### config.mk
export PLATFORM = sky130hd
export DESIGN_NAME = config_frame_loader_flat
export DESIGN_NICKNAME = d
export VERILOG_FILES = /design/src/rtl/cfg_loader_pkg.sv /design/src/rtl/config_frame_loader_if.sv /design/src/rtl/frame_strobe_gen.sv /design/src/rtl/config_frame_loader.sv /design/src/flat_wrapper.sv
export SDC_FILE = /design/constraint.sdc
export NUM_CORES = 1
export LEC_CHECK = 0
export CAP_MARGIN = 30
export CORE_MARGIN = 4
export CORE_UTILIZATION = 50
export DETAILED_ROUTE_END_ITERATION = 6
export PLACE_DENSITY_LB_ADDON = 0.25
export SETUP_SLACK_MARGIN = 0.5
export SLEW_MARGIN = 20
export SYNTH_ARGS = -nofsm -noshare
export SYNTH_HDL_FRONTEND = slang
export SYNTH_SLANG_ARGS = --single-unit
### constraint.sdc
create_clock -name CLK -period 3.3 [get_ports CLK]
set_input_delay 0.495 -clock CLK [delete_from_list [all_inputs] [get_ports CLK]]
set_output_delay 0.495 -clock CLK [all_outputs]
set_load 0.02 [all_outputs]
### src/rtl/cfg_loader_pkg.sv
// Shared state encoding, header field layout and defaults for the configuration frame loader.
package cfg_loader_pkg;

  localparam int unsigned WORD_W  = 32;
  localparam int unsigned FIELD_W = 8;
  localparam int unsigned END_BIT = 31;
  localparam int unsigned COL_MSB = 23;
  localparam int unsigned COL_LSB = 16;
  localparam int unsigned FRM_MSB = 7;
  localparam int unsigned FRM_LSB = 0;

  localparam logic [WORD_W-1:0] SYNC_WORD_DEF = 32'hFAB0_FAB1;

  typedef enum logic [2:0] {
    HUNT,
    HEADER,
    DATA,
    SETUP,
    PULSE,
    HOLD,
    SKIP
  } state_t;

  // States in which the loader takes a word from the stream.
  function automatic logic is_accepting(input state_t s);
    return (s == HUNT) || (s == HEADER) || (s == DATA) || (s == SKIP);
  endfunction

endpackage

### src/rtl/config_frame_loader_if.sv
// Bitstream word stream: valid/ready handshake carrying one 32-bit word per transfer.
interface config_frame_loader_if;

  logic [cfg_loader_pkg::WORD_W-1:0] s_data;
  logic                              s_valid;
  logic                              s_ready;

  modport master (output s_data, output s_valid, input s_ready);
  modport slave  (input s_data, input s_valid, output s_ready);

endinterface

### src/rtl/frame_strobe_gen.sv
// Registered binary-to-one-hot latch enable generator; holds the strobe for PULSE_CYCLES clocks.
module frame_strobe_gen #(
  parameter int unsigned MAX_FRAMES   = 20,
  parameter int unsigned PULSE_CYCLES = 1
) (
  input  logic                          clk,
  input  logic                          rst_n,
  input  logic                          start,
  input  logic [$clog2(MAX_FRAMES)-1:0] frame,
  output logic [MAX_FRAMES-1:0]         strobe,
  output logic                          last_c
);

  localparam int unsigned CNT_W = (PULSE_CYCLES > 1) ? $clog2(PULSE_CYCLES) : 1;

  logic [CNT_W-1:0] cnt;
  logic             active;

  assign last_c = active && (cnt == '0);

  // Async clear drops the enable immediately, even mid-pulse.
  always_ff @(posedge clk or negedge rst_n) begin
    if (!rst_n) begin
      strobe <= '0;
      cnt    <= '0;
      active <= 1'b0;
    end else if (start) begin
      strobe <= MAX_FRAMES'(1) << frame;
      cnt    <= CNT_W'(PULSE_CYCLES - 1);
      active <= 1'b1;
    end else if (active) begin
      if (cnt == '0) begin
        strobe <= '0;
        active <= 1'b0;
      end else begin
        cnt <= cnt - CNT_W'(1);
      end
    end
  end

endmodule

### src/rtl/config_frame_loader.sv
// Bitstream front end: locks on the sync word, decodes frame headers and sequences
// setup/pulse/hold around a one-hot latch enable per frame row.
module config_frame_loader
  import cfg_loader_pkg::*;
#(
  parameter int unsigned       FRAME_BITS   = 32,
  parameter int unsigned       MAX_FRAMES   = 20,
  parameter int unsigned       NUM_COLUMNS  = 16,
  parameter logic [WORD_W-1:0] SYNC_WORD    = SYNC_WORD_DEF,
  parameter int unsigned       PULSE_CYCLES = 1
) (
  input  logic                           CLK,
  input  logic                           resetn,
  config_frame_loader_if.slave           s,
  output logic [FRAME_BITS-1:0]          frame_data,
  output logic [$clog2(NUM_COLUMNS)-1:0] frame_col,
  output logic [MAX_FRAMES-1:0]          frame_strobe,
  output logic                           config_active,
  output logic                           cfg_err
);

  localparam int unsigned COL_W = $clog2(NUM_COLUMNS);
  localparam int unsigned FRM_W = $clog2(MAX_FRAMES);

  state_t             state;
  state_t             state_nx;
  logic               ready_q;
  logic [COL_W-1:0]   pend_col;
  logic [FRM_W-1:0]   pend_frame;
  logic               accept_c;
  logic [FIELD_W-1:0] hdr_col_c;
  logic [FIELD_W-1:0] hdr_frm_c;
  logic               hdr_end_c;
  logic               hdr_bad_c;
  logic               strobe_start_c;
  logic               pulse_last_c;

  assign s.s_ready      = ready_q;
  assign accept_c       = s.s_valid && ready_q;
  assign hdr_end_c      = s.s_data[END_BIT];
  assign hdr_col_c      = s.s_data[COL_MSB:COL_LSB];
  assign hdr_frm_c      = s.s_data[FRM_MSB:FRM_LSB];
  assign hdr_bad_c      = (hdr_col_c >= FIELD_W'(NUM_COLUMNS)) ||
                          (hdr_frm_c >= FIELD_W'(MAX_FRAMES));
  assign strobe_start_c = (state == SETUP);

  // Next state; the strobe phases advance unconditionally, accepting states wait on valid.
  always_comb begin
    state_nx = state;
    case (state)
      HUNT:   if (accept_c && (s.s_data == SYNC_WORD)) state_nx = HEADER;
      HEADER: begin
        if (accept_c) begin
          if (hdr_end_c)      state_nx = HUNT;
          else if (hdr_bad_c) state_nx = SKIP;
          else                state_nx = DATA;
        end
      end
      DATA:   if (accept_c) state_nx = SETUP;
      SETUP:  state_nx = PULSE;
      PULSE:  if (pulse_last_c) state_nx = HOLD;
      HOLD:   state_nx = HEADER;
      SKIP:   if (accept_c) state_nx = HEADER;
      default: state_nx = HUNT;
    endcase
  end

  // State and registered outputs; frame_data/frame_col move only on a data accept.
  always_ff @(posedge CLK or negedge resetn) begin
    if (!resetn) begin
      state         <= HUNT;
      ready_q       <= 1'b0;
      pend_col      <= '0;
      pend_frame    <= '0;
      frame_data    <= '0;
      frame_col     <= '0;
      config_active <= 1'b0;
      cfg_err       <= 1'b0;
    end else begin
      state   <= state_nx;
      ready_q <= is_accepting(state_nx);
      case (state)
        HUNT: if (accept_c && (s.s_data == SYNC_WORD)) config_active <= 1'b1;
        HEADER: begin
          if (accept_c) begin
            if (hdr_end_c) begin
              config_active <= 1'b0;
            end else if (hdr_bad_c) begin
              cfg_err <= 1'b1;
            end else begin
              pend_col   <= COL_W'(hdr_col_c);
              pend_frame <= FRM_W'(hdr_frm_c);
            end
          end
        end
        DATA: begin
          if (accept_c) begin
            frame_data <= FRAME_BITS'(s.s_data);
            frame_col  <= pend_col;
          end
        end
        default: ;
      endcase
    end
  end

  frame_strobe_gen #(
    .MAX_FRAMES   (MAX_FRAMES),
    .PULSE_CYCLES (PULSE_CYCLES)
  ) u_strobe_gen (
    .clk    (CLK),
    .rst_n  (resetn),
    .start  (strobe_start_c),
    .frame  (pend_frame),
    .strobe (frame_strobe),
    .last_c (pulse_last_c)
  );

endmodule
### src/flat_wrapper.sv
// flat-port wrapper written by rule: the top's interface ports become plain ports
module config_frame_loader_flat import cfg_loader_pkg::*;
#(
  parameter int unsigned       FRAME_BITS   = 32,
  parameter int unsigned       MAX_FRAMES   = 20,
  parameter int unsigned       NUM_COLUMNS  = 16,
  parameter logic [WORD_W-1:0] SYNC_WORD    = SYNC_WORD_DEF,
  parameter int unsigned       PULSE_CYCLES = 1
)
  (CLK, resetn, frame_data, frame_col, frame_strobe, config_active, cfg_err, s_s_data, s_s_valid, s_s_ready);
  config_frame_loader_if s_i ();
  input  logic CLK;
  input  logic resetn;
  output logic [FRAME_BITS-1:0] frame_data;
  output logic [$clog2(NUM_COLUMNS)-1:0] frame_col;
  output logic [MAX_FRAMES-1:0] frame_strobe;
  output logic config_active;
  output logic cfg_err;
  input wire logic [$bits(s_i.s_data)-1:0] s_s_data;
  input wire logic [$bits(s_i.s_valid)-1:0] s_s_valid;
  output wire logic [$bits(s_i.s_ready)-1:0] s_s_ready;
  assign s_i.s_data = s_s_data;
  assign s_i.s_valid = s_s_valid;
  assign s_s_ready = s_i.s_ready;
  config_frame_loader #(.FRAME_BITS(FRAME_BITS), .MAX_FRAMES(MAX_FRAMES), .NUM_COLUMNS(NUM_COLUMNS), .SYNC_WORD(SYNC_WORD), .PULSE_CYCLES(PULSE_CYCLES)) u_core (.CLK(CLK), .resetn(resetn), .s(s_i), .frame_data(frame_data), .frame_col(frame_col), .frame_strobe(frame_strobe), .config_active(config_active), .cfg_err(cfg_err));
endmodule
==> results.sh, run 1 <==
export IMPL_outcome="finished, final reports clean"
export IMPL_grt_max_degree=33
export IMPL_firstDrtPassIters=4
export IMPL_grt_pass1_wl_um=11500
export IMPL_cell_internal_pwr_uw=2050
export IMPL_dr_total_vias=2152
export IMPL_whs_ns=0.134
export IMPL_p_sw_share_pct=30.0
export IMPL_drt_iter0_drc=121
export IMPL_num_fill_cells=366
export IMPL_layout_commonest_cell="clkdlybuf4s50_1"
export IMPL_gp_congestion=0.793
export IMPL_cts_resized=0
export IMPL_rows=27
export IMPL_post_route_period_util_pct=62.9
export IMPL_ctsHoldBuffers=0
export IMPL_worst_path_max_fanout=32
export IMPL_num_antenna_cells=0
export IMPL_start_util_pct=52.5
export IMPL_cp_start_kind="input port"
export IMPL_area_delta_synth_final_pct=40.1
export IMPL_syn_avg_cell_area_um2=13.8
export IMPL_wl_per_cell_um=18.0
export IMPL_die_area_um2=7220
export IMPL_yosysSeqAreaShare_pct=60.8
export IMPL_peakVddDrop_mv=0.530
export IMPL_yosys_area_top_type="dfrtp_1"
export IMPL_setup_tns_ns=0
export IMPL_cts_root_buffer="clkbuf_8"
export IMPL_seq_power_share_pct=41.4
export IMPL_syn_inst=215
export IMPL_critical_path_endpoint="u_core.frame_data[5]"
export IMPL_max_freq_mhz=482
export IMPL_finalCriticalPeriod_ns=2.07
export IMPL_grt_overflow=0
export IMPL_cts_setup_buffers=0
export IMPL_yosysWarnings=0
export IMPL_wirelength_um=7010
export IMPL_pwr_share_comb_pct=33.0
export IMPL_seq_area_um2=1800
export IMPL_yosysUniqueCellTypes=35
export IMPL_arrival_ns=2.29
export IMPL_yosysTopAreaCellShare_pct=60.8
export IMPL_ff2ff_setup_slack_ns=1.31
export IMPL_tightest_slew_ns=0.657
export IMPL_r2r_cells=4
export IMPL_crit_start="s_s_valid"
export IMPL_antenna_left=0
export IMPL_avgViaCountPerCell=5.53
export IMPL_grt_total_usage_pct=20.3
export IMPL_slew_headroom_pct=56.2
export IMPL_worstPathRequired_ns=3.51
export IMPL_die_x_um=85.0
export IMPL_core_area_um2=5640
export IMPL_ys_seq_elements=72
export IMPL_cts_buffers=9
export IMPL_timing_final_hold_violations=0
export IMPL_rsz0062_at_grt="false"
export IMPL_rr_startpoint="u_core.state[0]"
export IMPL_io_pins=94
export IMPL_cts_sinks=72
export IMPL_syn_nets=250
export IMPL_skew_ns=0.00458
export IMPL_end_kind="flip-flop"
export IMPL_fin_nets=347
export IMPL_cts_tree="built"
export IMPL_clockBufferDepth=2
export IMPL_clk_latency_ns=0.33
export IMPL_powerDensity_nw_per_um2=708
export IMPL_synth_area_leaders="dfrtp_1 (61%), mux2_2 (16%), a22o_1 (2.4%)"
export IMPL_clkPwrFrac_pct=25.6
export IMPL_antenna_found_initial=0
export IMPL_drive_gt1_share_pct=21.1
export IMPL_slew_violations=0
export IMPL_syn_area_um2=2960
export IMPL_route_detailed_drc=0
export IMPL_clkSlewWorstSetupHoldPaths_ns=0.07
export IMPL_setup_violations_final=0
export IMPL_r2r_end="u_core.frame_data[5]"
export IMPL_die_h_um=85.0
export IMPL_cap_violations=0
export IMPL_path_class="input port to flip-flop"
export IMPL_p_sw_uw=882
export IMPL_p_leak_uw=0.00181
export IMPL_layout_cells_most_common_list="clkdlybuf4s50_1 (92), dfrtp_1 (72), mux2_2 (43), nand2_1 (16), clkbuf_8 (10)"
export IMPL_cts_htree_levels=3
export IMPL_multi_input_area_um2=1080
export IMPL_port_buffers=93
export IMPL_hp_class="input port to asynchronous set/reset pin"
export IMPL_dpl_hpwl_um=5020
export IMPL_first_global_vias=2258
[synthesized netlist by cell type]
master    instances
o21ai_1           1
nand2b_1          4
nor4_1            3
and3_1            1
nor3b_2           1
nand2_1          16
a32o_1            6
nor2_1            5
and2_1            1
or4bb_1           1
a21oi_1           4
dfrtp_1          72
a22o_1            8
or4b_2            1
or4_1             1
mux2_2           43
nand4_1           2
o21ai_0           3
nand4b_1          3
inv_1             4
buf_2             4
nor2_2            2
nor3b_4           1
a21bo_2           1
nor3_1            2
buf_6             3
nor2b_1           4
and3b_1           4
nor3_4            1
clkbuf_1          3
o221ai_1          1
mux2_1            2
o21a_1            1
nand3_1           2
o32ai_1           4
[critical path, stage by stage]
cell             delay, ns
clkdlybuf4s50_1       0.50
nand2_1               0.15
nor3_4                0.29
buf_4                 0.44
mux2_2                0.39
[sequential cells by signal (all words and copies together), names as in the netlist]
register                    flops
u_core.config_active            1
u_core.u_strobe_gen.strobe     20
u_core.s.s_ready                1
u_core.pend_frame               5
u_core.frame_data              32
u_core.cfg_err                  1
u_core.u_strobe_gen.active      1
u_core.frame_col                4
u_core.state                    3
u_core.pend_col                 4
[worst min-delay path by stage]
stage | endpoint | slack, ns | depth (start not counted)
after global routing | u_core.frame_data[16] | 0.17 | 1
after detailed placement | u_core.u_strobe_gen.strobe[14] | 0.48 | 1
final | u_core.frame_data[17] | 0.13 | 1
after CTS | u_core.frame_data[17] | 0.13 | 1
after floorplan | u_core.cfg_err | 0.20 | 0
after global placement | u_core.frame_data[4] | 0.47 | 1
[cells by family after synthesis]
family                 count (synthesis)  share of synthesized area [%]
AOI/OAI and AO/OA                     29                           7.81
muxes                                 45                           17.1
buffers and inverters                 14                           2.70
DFF                                   72                           60.8
and+or+nand+nor                       55                           11.6
[power by group through the flow]
stage               Clock (uW)  Sequential (uW)  Combinational [uW]
finish                     752             1210                 970
CTS                        765             1220                 984
global placement             0             1220                 959
floorplan                    0             1450                 205
global route               802             1240                1020
detailed placement           0             1230                 973
[per-layer routing]
metal  track usage (%)  vias to the layer above  wire, um
met1              26.9                     1069      3010
met4              7.34                        0        94
met5                 0                        -         0
met2              31.9                       80      3390
met3              5.92                        9       510
li1                  -                      994         -
[area by class of cell]
cell class / count / share of cell area [%]
Inverter: 4 / 0.362
Clock buffer: 13 / 3.59
Clock inverter: 3 / 1.57
Multi-Input combinational cell: 129 / 26.0
Timing Repair Buffer: 96 / 22.9
Tap cell: 72 / 2.17
Sequential cell: 72 / 43.4
[per-stage QoR]
step / utilization [%] / cell area, um2 / std cells / worst slack, ns / total power, uW
after floorplan: - / 2960 / 215 / 1.63 / 1660
after detailed placement: 69.8 / 3940 / 373 / 0.908 / 2200
after global routing: 73.6 / 4150 / 389 / 1.14 / 3060
after global placement: 69.8 / 3940 / 373 / 0.952 / 2180
after CTS: 73.6 / 4150 / 389 / 1.24 / 2970
final: 73.6 / 4150 / 389 / 1.23 / 2940
Note: power is estimated with default switching activity, not from simulation.
==> run 2: changes to the inputs <==
CORE_UTILIZATION = 46   (was 50)
clock period = 2 ns   (was 3.3 ns; I/O delays follow)
==> run 2 against run 1 <==
Against the previous run: critical path depth unchanged; global-route usage increased by 0.40 points; non-clock buffer count increased by 31; cell area increased by 12%; register-to-register slack got worse by 0.92 ns; worst hold slack improved by 0.18 ns; highest routed layer unchanged; core utilization increased by 2.5 points.
==> results.sh, run 2 (same netlist as run 1, synthesis figures left out) <==
export IMPL_fin_nets=379
export IMPL_die_area_um2=7790
export IMPL_cts_htree_levels=3
export IMPL_clockBufferDepth=2
export IMPL_num_antenna_cells=0
export IMPL_skew_ns=0.0117
export IMPL_dpl_hpwl_um=4970
export IMPL_regMostFlops="u_core.frame_data"
export IMPL_ff2ff_setup_slack_ns=0.39
export IMPL_wl_per_cell_um=19.3
export IMPL_seq_power_share_pct=42.4
export IMPL_fin_util_pct=76.0
export IMPL_start_util_pct=48.6
export IMPL_slew_headroom_pct=69.8
export IMPL_clk_latency_ns=0.36
export IMPL_met1Wirelength_um=3240
export IMPL_rr_startpoint="u_core.state[0]"
export IMPL_p_leak_uw=0.00229
export IMPL_antenna_left=0
export IMPL_antenna_found_initial=0
export IMPL_clkSlewWorstSetupHoldPaths_ns=0.08
export IMPL_drt_iter0_drc=139
export IMPL_path_cells="nand2b_4 > nor3_4 > buf_6 > clkbuf_16 > mux2_4"
export IMPL_dr_wl_met3_um=635
export IMPL_powerDensity_nw_per_um2=1010
export IMPL_rows=28
export IMPL_peakVddDrop_mv=0.819
export IMPL_cts_sinks=72
export IMPL_finalCriticalPeriod_ns=1.61
export IMPL_layout_cells_most_common_list="dfrtp_1 (69), dlygate4sd2_1 (67), mux2_4 (39), clkdlybuf4s50_1 (24), buf_4 (22)"
export IMPL_tightest_slew_ns=0.453
export IMPL_hp_class="input port to flip-flop"
export IMPL_grt_overflow=0
export IMPL_grt_max_degree=54
export IMPL_crit_slowest_cell="dfrtp_2"
export IMPL_first_global_vias=2457
export IMPL_firstDrtPassIters=6
export IMPL_largest_reg_flops=32
export IMPL_worst_path_max_fanout=7
export IMPL_max_freq_mhz=623
export IMPL_area_delta_synth_final_pct=56.4
export IMPL_port_buffers=93
export IMPL_setup_violations_final=0
export IMPL_end_kind="flip-flop"
export IMPL_min_from="s_s_data[9]"
export IMPL_wirelength_um=8200
export IMPL_drive_gt1_share_pct=33.2
export IMPL_setup_tns_ns=0
export IMPL_cts_buffers=9
export IMPL_rsz0062_at_grt="true"
export IMPL_avgViaCountPerCell=5.45
export IMPL_cell_internal_pwr_uw=3160
export IMPL_route_detailed_drc=0
export IMPL_slowest_delay_ns=0.43
export IMPL_gp_congestion=0.760
export IMPL_reg_top3="u_core.frame_data (32), u_core.u_strobe_gen.strobe (20), u_core.pend_frame (5)"
export IMPL_post_route_period_util_pct=80.3
export IMPL_core_area_um2=6100
export IMPL_outcome="finished, final reports clean"
export IMPL_slew_violations=0
export IMPL_die_x_um=88.3
export IMPL_cts_root_buffer="clkbuf_8"
export IMPL_dr_total_vias=2312
export IMPL_worstPathRequired_ns=2.24
export IMPL_layout_commonest_cell="dfrtp_1"
export IMPL_route_met2_wl_um=4170
export IMPL_clkPwrFrac_pct=23.8
export IMPL_cap_violations=0
export IMPL_grt_total_usage_pct=20.7
export IMPL_io_pins=94
export IMPL_grt_pass1_wl_um=12000
export IMPL_p_sw_uw=1540
export IMPL_die_h_um=88.3
export IMPL_arrival_ns=1.85
export IMPL_cts_tree="built"
export IMPL_cp_start_kind="flip-flop"
export IMPL_path_class="flip-flop to flip-flop"
export IMPL_maxUsedRoutingLayer="met4"
export IMPL_timing_final_hold_violations=0
export IMPL_pwr_share_comb_pct=33.8
export IMPL_p_sw_share_pct=32.8
export IMPL_crit_start="u_core.state[0]"
run 2: final timing paths:
kind	end	cells after the start
setup reg to reg	u_core.frame_data[20]	5
hold reg to reg	u_core.cfg_err	1
max in group asynchronous	u_core.state[0]	3
setup / recovery	u_core.frame_data[20]	5
min in group asynchronous	u_core.u_strobe_gen.strobe[19]	2
hold / removal	u_core.frame_data[9]	2
run 2: worst max-delay path: cells and delay by family, from the launching register on:
kind                   cells  cell delay (ns)
flip-flops                 1             0.43
buffers and inverters      2             0.33
multiplexers               1             0.30
AND/OR/NAND/NOR            2             0.44
run 2: final cells by class:
| type | instances | area (um2) |
|---|---|---|
| clock buffers | 10 | 128 |
| clock inverters | 6 | 60.1 |
| fillers | 399 | 1460 |
| inverters | 4 | 15.0 |
| multi-input cells | 130 | 1320 |
| flip-flops and latches | 72 | 1810 |
| well taps | 75 | 93.8 |
| repair buffers | 127 | 1210 |
run 2: routing by layer:
metal,global-route usage [%],up-vias
li1,-,1045
met1,23.9,1168
met2,33.7,81
met3,9.59,18
met4,7.83,0
met5,0,-
run 2: metrics by stage:
stage	power (uW)	setup slack (ns)	hold WS (ns)	std cells	area, um2
floorplan	2740	0.345	0.00441	215	2980
global placement	3610	-0.0531	0.275	388	4070
detailed placement	3640	-0.106	0.279	388	4070
CTS	4540	0.415	0.319	419	4420
global route	4930	0.356	0.322	424	4630
finish	4700	0.395	0.313	424	4630
run 2: power by group through the flow:
stage | Combinational (uW) | Clock, uW | Sequential, uW
final | 1590 | 1120 | 1990
after global routing | 1690 | 1210 | 2040
after CTS | 1440 | 1120 | 1970
after detailed placement | 1630 | 0 | 2010
after global placement | 1620 | 0 | 1990
after floorplan | 340 | 0 | 2400
run 2: what timing repair did:
action	4_1_cts	5_1_grt
setup buffers	12	3
hold buffers	1	0
cloned	2	2
gates resized for setup	94	39
endpoints found under the setup margin	122	60
pin swaps	10	6
hold endpoints to repair	19	0
==> variant, RTL diff (config.mk and constraints of run 1) <==
`FRAME_BITS` is set to 32 in 2 places; all go to 48.
--- a/src/rtl/config_frame_loader.sv
+++ b/src/rtl/config_frame_loader.sv
@@ -3,7 +3,7 @@
 module config_frame_loader
   import cfg_loader_pkg::*;
 #(
-  parameter int unsigned       FRAME_BITS   = 32,
+  parameter int unsigned       FRAME_BITS   = 48,
   parameter int unsigned       MAX_FRAMES   = 20,
   parameter int unsigned       NUM_COLUMNS  = 16,
   parameter logic [WORD_W-1:0] SYNC_WORD    = SYNC_WORD_DEF,
--- a/src/flat_wrapper.sv
+++ b/src/flat_wrapper.sv
@@ -1,7 +1,7 @@
 // flat-port wrapper written by rule: the top's interface ports become plain ports
 module config_frame_loader_flat import cfg_loader_pkg::*;
 #(
-  parameter int unsigned       FRAME_BITS   = 32,
+  parameter int unsigned       FRAME_BITS   = 48,
   parameter int unsigned       MAX_FRAMES   = 20,
   parameter int unsigned       NUM_COLUMNS  = 16,
   parameter logic [WORD_W-1:0] SYNC_WORD    = SYNC_WORD_DEF,
Ports: changed (resized frame_data); port bits go from 94 to 110. No check against the original RTL was run, so the function may have changed too.
==> variant against run 1 <==
- count of clock-buffer cells in the layout decreased by 1
- sequential share of layout area shrank 1.1 points
- sequential cell count did not move
- synthesized cell count increased by 7.9%
- synthesized area increased by 4.2%
- wire length rose by 0.71%
- cell area up 2.7%
- power increased by 2.3%
- worst setup slack improved by 0.035 ns
- critical path depth stayed put
==> variant: results (changes against run 1) <==
Global routing
  – Met2 global-route usage: 31.99% (+0.14 points)
  – First-pass GRT wire length: 11490 um (+0.30%)
  – Met3 Track Usage GR: 7.319% (+1.4 points)
  – Pin count of the biggest net entering global routing: 37 (+12%)
  – Total GRT Usage: 20.03% (-0.26 points)
  – GR Layer Usage met1: 25.14% (-1.8 points)

Pwr
  – Net switching share of the total power: 30.21% (+0.18 points)
  – Peak VDD IR: 0.5638 mV (+6.5%)
  – Leakage power: 1.874 nW (+3.8%)

Logic synthesis
  – Synth Area in Compound Gates: 7.499% (-0.31 points)
  – Mapped Cells: 232 (+7.9%)
  – Top cell type's share of synthesized area: 58.37% (-2.4 points)
  – Most instantiated cells after synthesis: 72 x dfrtp_1, 43 x mux2_2, 16 x buf_4, 16 x nand2_1, 8 x a22o_1
  – Number of distinct library cells after synthesis: 37 (+5.7%)
  – Mux contribution to synthesized area: 16.42% (-0.69 points)

Layout
  – Final #Nets: 364 (+4.9%)
  – # fillers: 442 (+21%)
  – Fin cells: 409 (+5.1%)

Critical path
  – Slowest stage delay, CP: 0.45 ns (-0.05 ns)
  – Crit Path Max Fanout: 9 (-72%)
  – Critical path arrival: 2.26 ns (-0.03 ns)
  – FF-to-FF End: u_core.frame_data[19]$_DFFE_PN0P_
  – CP top delay family: simple AND/OR/NAND/NOR gates

Placed design
  – Pre-CTS WS: 0.9029 ns (-0.004870 ns)
  – Routability congestion estimate: 0.7272 (-8.3%)
  – Dpl hpwl: 5234 um (+4.2%)

Status
  – Outcome: completed

Timing
  – Worst Clk Skew: 0.006524 ns (+0.001948 ns)
  – Slew @ Worst Pin: 0.6245 ns (-0.03249 ns)

Route
  – Post-Route WL: 7061 um (+0.71%)
  – Initial DRC Count: 127 (+5.0%)
  – Vias: 2180 (+1.3%)
==> variant: worst max path at each step <==
stage,start,endpoint,slack [ns],cells past startpoint
finish,s_s_data[22],u_core.pend_col[2]$_DFFE_PN0P_,1.26,5
global route,s_s_data[16],u_core.state[0]$_DFF_PN0_,1.17,5
CTS,s_s_data[16],u_core.state[0]$_DFF_PN0_,1.26,5
detailed placement,s_s_data[16],u_core.state[0]$_DFF_PN0_,0.90,5
global placement,s_s_data[16],u_core.state[0]$_DFF_PN0_,0.95,5
floorplan,u_core.state[0]$_DFF_PN0_,u_core.frame_data[1]$_DFFE_PN0P_,1.63,5
==> variant: power groups by stage <==
stage                     Clock (mW)  Sequential [mW]  Combinational (mW)
final                          0.808             1.21               0.992
after global routing           0.862             1.24                1.05
after CTS                      0.823             1.21                1.01
after detailed placement           0             1.22               0.997
after global placement             0             1.21               0.984
after floorplan                    0             1.45               0.235
==> variant: per-layer routing <==
metal,vias to the layer above,share of wire (%)
met1,1083,40
met2,84,49
met4,0,1.4
met5,-,0
met3,9,9.4
li1,1004,-
==> variant: logic make-up after synthesis <==
kind of cell	count (synthesis)
other cells	1
mux	45
compound gates	29
flops	72
buf+inv	30
simple gates	55
==> variant: through the flow <==
step / hold slack, ns / instance area, um^2
2_1_floorplan: 0.1994 / 3143
3_3_place_gp: 0.4552 / 4000
3_5_place_dp: 0.4825 / 4020
4_1_cts: 0.1620 / 4260
5_1_grt: 0.1899 / 4260
6_report: 0.1565 / 4260
==> variant: cell type report <==
cell class              count  area (um^2)  share of cell area, %
clock buffers              12        165.2                  3.877
clock inverters             4        75.07                  1.762
inverters                   4        15.01                 0.3524
multi-input cells         145         1141                  26.78
flip-flops and latches     72         1802                  42.29
well taps                  75        93.84                  2.203
repair buffers             97        968.4                  22.73
